File: src/rtl/prbs_err_window.sv
// Sliding error-density monitor: counts errors over fixed windows of step pulses
// and flags the step on which the error count reaches the limit.
module prbs_err_window #(
    parameter int ERR_WIN   = 64,
    parameter int ERR_LIMIT = 8
) (
    input  logic clk,
    input  logic reset,
    input  logic step,
    input  logic err,
    input  logic clear,
    output logic limit_hit
);

    localparam int WIN_W = $clog2(ERR_WIN + 1);
    localparam int ERR_W = $clog2(ERR_LIMIT + 1);

    logic [WIN_W-1:0] r_win;
    logic [ERR_W-1:0] r_werr;
    logic [ERR_W-1:0] w_werr_next;

    // The current bit counts toward the limit before the window wraps.
    assign w_werr_next = r_werr + ERR_W'(err);
    assign limit_hit   = step && err && (w_werr_next == ERR_W'(ERR_LIMIT));

    always_ff @(posedge clk) begin
        if (!reset || clear) begin
            r_win  <= '0;
            r_werr <= '0;
        end else if (step) begin
            if (r_win == WIN_W'(ERR_WIN - 1)) begin
                r_win  <= '0;
                r_werr <= '0;
            end else begin
                r_win  <= r_win + WIN_W'(1);
                r_werr <= w_werr_next;
            end
        end
    end

endmodule

File: config.mk
export PLATFORM = sky130hd
export DESIGN_NAME = prbs_err_window
export DESIGN_NICKNAME = d
export VERILOG_FILES = /design/src/rtl/prbs_err_window.sv
export SDC_FILE = /design/constraint.sdc
export NUM_CORES = 1
export LEC_CHECK = 0
export BUFFER_PORTS_ARGS = -buffer_cell sky130_fd_sc_hd__buf_2
export CORE_AREA = 5 5 42 44
export CTS_CLUSTER_SIZE = 40
export DETAILED_ROUTE_END_ITERATION = 10
export DIE_AREA = 0 0 47 49
export SLEW_MARGIN = 20
export SYNTH_ARGS = -nofsm -noshare
export SYNTH_HDL_FRONTEND = slang
export SYNTH_SLANG_ARGS = --single-unit
File: constraint.sdc
create_clock -name clk -period 2.4 [get_ports clk]
set_clock_uncertainty 0.05 [all_clocks]
set_input_delay 0.36 -clock clk [delete_from_list [all_inputs] [get_ports clk]]
set_output_delay 0.36 -clock clk [all_outputs]
set_load 0.05 [all_outputs]
---- After elaboration in Yosys (flattened, before gate mapping) ----
Cells that the tools add are included.
storage, ports and cells
  register bits ........................... 11
  bits of input ports ..................... 5
  logic and storage cells ................. 12
cells by class
  add/subtract/negate cells ............... 2
  equality and inequality tests ........... 2
  multiplexer cells ....................... 2
  reduce and logical (&&, ||, !) cells .... 4
operator list
  operator                                                         number
  7-bit by 1-bit adder with 7-bit output, second input constant    1
  7-bit by 6-bit == test with 1-bit output, second input constant  1
  7-bit two-way mux                                                1
  4-bit by 1-bit adder with 4-bit output                           1
  4-bit == test, second input constant                             1
  4-bit two-way mux                                                1
  1-bit logical AND                                                2
  1-bit logical NOT                                                1
  1-bit logical OR                                                 1

---- Longest topological paths before layout ----
  word-level depth ........................ 3
  mapped depth ............................ 5

---- Worst setup path before layout ----
OpenSTA, ideal clock, no wires.
  kind .................................... input port to output port
  start point ............................. input port err
  end point ............................... output port limit_hit
  arrival time ............................ 2.111 ns
  data required time ...................... 1.990 ns
  slack ................................... -0.121 ns
  stages .................................. 4
  cells stage by stage .................... ha_1 ha_1 nand4bb_1 nor3_1
on the way
  word-level cells in the longest chain between the ends .. 3
  elaborated cells on any way between the ends .. 4
  those cells by class .................... add/sub: 1; eq/ne: 1; reduce/logical: 2
ends and longest elaborated chain
  element                                 RTL line  source
  start: declaration                      10        input logic err,
  4-bit by 1-bit adder with 4-bit output  23        assign w_werr_next = r_werr + ERR_W'(err);
  4-bit == test                           24        assign limit_hit = step && err && (w_werr_next == ERR_W'(ERR_LIMIT));
  1-bit logical AND (*)                   24
  end: declaration                        12        output logic limit_hit
Mark *: on every way between the ends. The rest lies on a longest branch, timed or not.

---- Worst setup path after layout ----
  start point ............................. register r_werr[0]
  end point ............................... output port limit_hit
on the way
  word-level cells in the longest chain between the ends .. 3
ends and longest elaborated chain
  element                                 RTL line  source
  start: declaration                      19        logic [ERR_W-1:0] r_werr;
  start signal: assignment                36        r_werr <= w_werr_next;
  4-bit by 1-bit adder with 4-bit output  23
  4-bit == test                           24
  1-bit logical AND                       24
Every way passes these cells.

==> metrics.md <==
| Metric | Value |
|---|---|
| Status | completed |
| Hold Vio Cnt, Final | 0 |
| IO Port Bufs | 5 |
| Max_cap viols | 0 |
| Clk root buf | clkbuf_4 |
| Post-synthesis mux area share | 0 |
| Post-Synth Adder-Cell Area | 0.0615 |
| Clock power frac | 0.377 |
| CP required | 1.99 ns |
| Synthesis Warnings | 0 |
| HPWL after DPL | 845 µm |
| Worst Hold Launch | clear |
| Initial antenna violation count | 0 |
| Async SR Flop Fraction | 0 |
| ANT nets after route | 0 |
| Cells after synthesis | 71 |
| Cell Area, Placed | 639 µm² |
| Reg clk slew, reported paths | 0.07 ns |
| Diodes inserted | 0 |
| Worst Hold End | r_win[6] |
| RR Startpoint | r_win[0] |
| Hold path cells | 3 |
| Area of all placed cells without fillers | 666 µm² |
| Prevailing post-synth register cell | dfxtp_1 |
| Synth Area in Compound Gates | 0.170 |
| Number of synthesized flops with an enable pin | 0 |
| GRT overflow | 0 |
| Max frequency | 0.462 GHz |
| DRT iter0 DRCs | 10 |
| Startpoint Class | register |
| CTS Buf Count | 3 |
| R2R setup slack | 0.87 ns |
| Ratio of final minimum period to clock period | 0.902 |
| Die Ht | 49 µm |
| Power Dens Cells | 499 mW/mm² |
| Post-synthesis average cell area | 8.60 µm² |
| Overall Global Routing Usage | 0.122 |
| CTS tree | done |
| Routed length per instance | 13.6 µm |
| Crit path kind | register to primary output |
| # DRC | 0 |
| Cells on worst reg2reg path | 4 |
| Router iterations before antenna repair | 4 |
| Wire length of the first global-routing pass | 2.08 mm |
| Area Growth Syn to Fin | 9.02% |
| Synth top cells by count | 11 x dfxtp_1, 6 x nand2_1, 6 x nand2b_1, 5 x nand3_1 |
| RSZ-0062 raised after global routing | no |
| Most used standard cell by instance count after synthesis | dfxtp_1 |
| Fin Setup TNS | 0 ns |
| Top-area cell type share of the netlist area | 0.361 |
| Min Tclk post-route | 2.16 ns |
| Comb pwr share | 0.063 |
| Final-stage net count | 85 |
| Dpl ws | 0.323 ns |
| Net Sw Frac | 0.225 |
| Cell Rows | 14 |
| Vias | 532 |
| Post-Syn Area | 611 µm² |
| Largest family of logic cells by synthesized area | simple AND/OR/NAND/NOR gates |
| Post-synthesis simple-gate area fraction | 0.289 |
| Largest net degree at the start of global routing | 19 |
| Peak supply drop | 297 µV |
| Synth area leaders | dfxtp_1 36%, ha_1 6.1%, nand2b_1 6.1% |
| Xor/xnor share of the synthesized area | 0.0717 |
| Rel. slew slack | 0.737 |
| Hold_ws | 0.331 ns |
| Via density | 5.78 |
| Flop pwr share | 0.560 |
| Internal power | 0.257 mW |
| Max FO, Critical Path | 3 |
| Die area | 0.00230 mm² |
| Final setup fails | 0 |
| H-tree depth | 1 |
| Layout cells sized above 1 | 0.132 |
| Core area | 0.00140 mm² |
| Setup crit start | r_werr[0] |
| Synthesized flop and latch total | 11 |
| CTS-repair resized insts | 0 |
| Dpl cells | 88 |
| CTS Hold Buffers Added | 0 |
| Clock latency on the worst-skew pair | 0.27 ns |
| CTS sink count | 11 |
| Die Wd | 47 µm |
| Final WL | 1.25 mm |
| Setup ws final | 0.236 ns |
| Worst slew pin tran | 0.395 ns |
| Global placer's final weighted congestion | 0.752 |
| Vias in the first global route | 486 |
| Final cell count without fillers | 92 |
| Post-Syn Nets | 79 |
| Switch Pwr | 0.0746 mW |
| Pwr Total | 0.332 mW |
| Slew Viols, Final | 0 |
| Worst setup EP type | primary output |
| Io pins | 6 |
| Synth area leader | dfxtp_1 |
| Leak | 0.249 nW |
| Worst path arrival time | 1.75 ns |
| Final Util | 0.475 |
| Setup Fix Bufs, Post-CTS | 0 |
| Starting density of the core | 0.436 |
| CTS max path bufs | 2 |
| Hold/Removal Path Class | primary input to register |
| Seq/Total Area, Yosys | 0.361 |
| Yosys cell types | 27 |
| R2R Path End | r_werr[3] |
## registers in the layout, summed over array words and instances, names as in the netlist
| register | cells |
|---|---|
| r_werr | 4 |
| r_win | 7 |
## per-layer routing
metal	vias to the layer above	part of all wire	global-route usage	wire length, µm
li1	270	-	-	-
met1	245	0.46	0.164	581
met2	15	0.47	0.176	592
met3	2	0.051	0.0221	64
met4	0	0.011	0.0691	14
met5	-	0	0	0
## layout make-up
cell class	instances	area, µm²
timing repair buffer	5	25.0
inverter	2	7.51
tap	16	20.0
sequential	11	220
multi-input combinational	54	367
fill	151	736
clock buffer	4	26.3
## logic make-up after synthesis
logic type / after synthesis
adders and majority gates: 3
and+or+nand+nor: 31
AOI/OAI and AO/OA: 15
xor gates and xnor gates: 5
buffers and inverters: 6
DFF: 11
## how the worst max path moves through the flow
stage | cells past startpoint | slack (ns) | end
global placement | 6 | 0.40 | limit_hit
CTS | 5 | 0.22 | limit_hit
floorplan | 4 | 0.28 | limit_hit
global route | 5 | 0.16 | limit_hit
finish | 5 | 0.24 | limit_hit
detailed placement | 6 | 0.32 | limit_hit
## power groups by stage
stage | combinational [mW] | sequential (mW) | clock (mW)
detailed placement | 0.0212 | 0.190 | 0
floorplan | 0.0159 | 0.190 | 0
global placement | 0.0201 | 0.190 | 0
finish | 0.0209 | 0.186 | 0.125
global route | 0.0239 | 0.186 | 0.138
CTS | 0.0213 | 0.186 | 0.130
## placed cells by master, fill, tap and decap left out, drive strengths merged, types with 3 or more instances in the layout
cell type / synthesis / final
nand2: 6 / 6
ha: 3 / 3
a21oi: 4 / 4
o211ai: 4 / 4
nand2b: 6 / 6
nand4: 3 / 3
buf: 3 / 5
nor2: 3 / 3
nand3: 5 / 5
clkbuf: 1 / 4
dfxtp: 11 / 11
xor2: 4 / 4
## critical path, stage by stage (launching register included)
cell	delay, ns
dfxtp_1	0.31
ha_1	0.20
ha_1	0.30
nand4bb_1	0.21
nor3_2	0.18
buf_2	0.27
(Power assumes the default switching activity.)
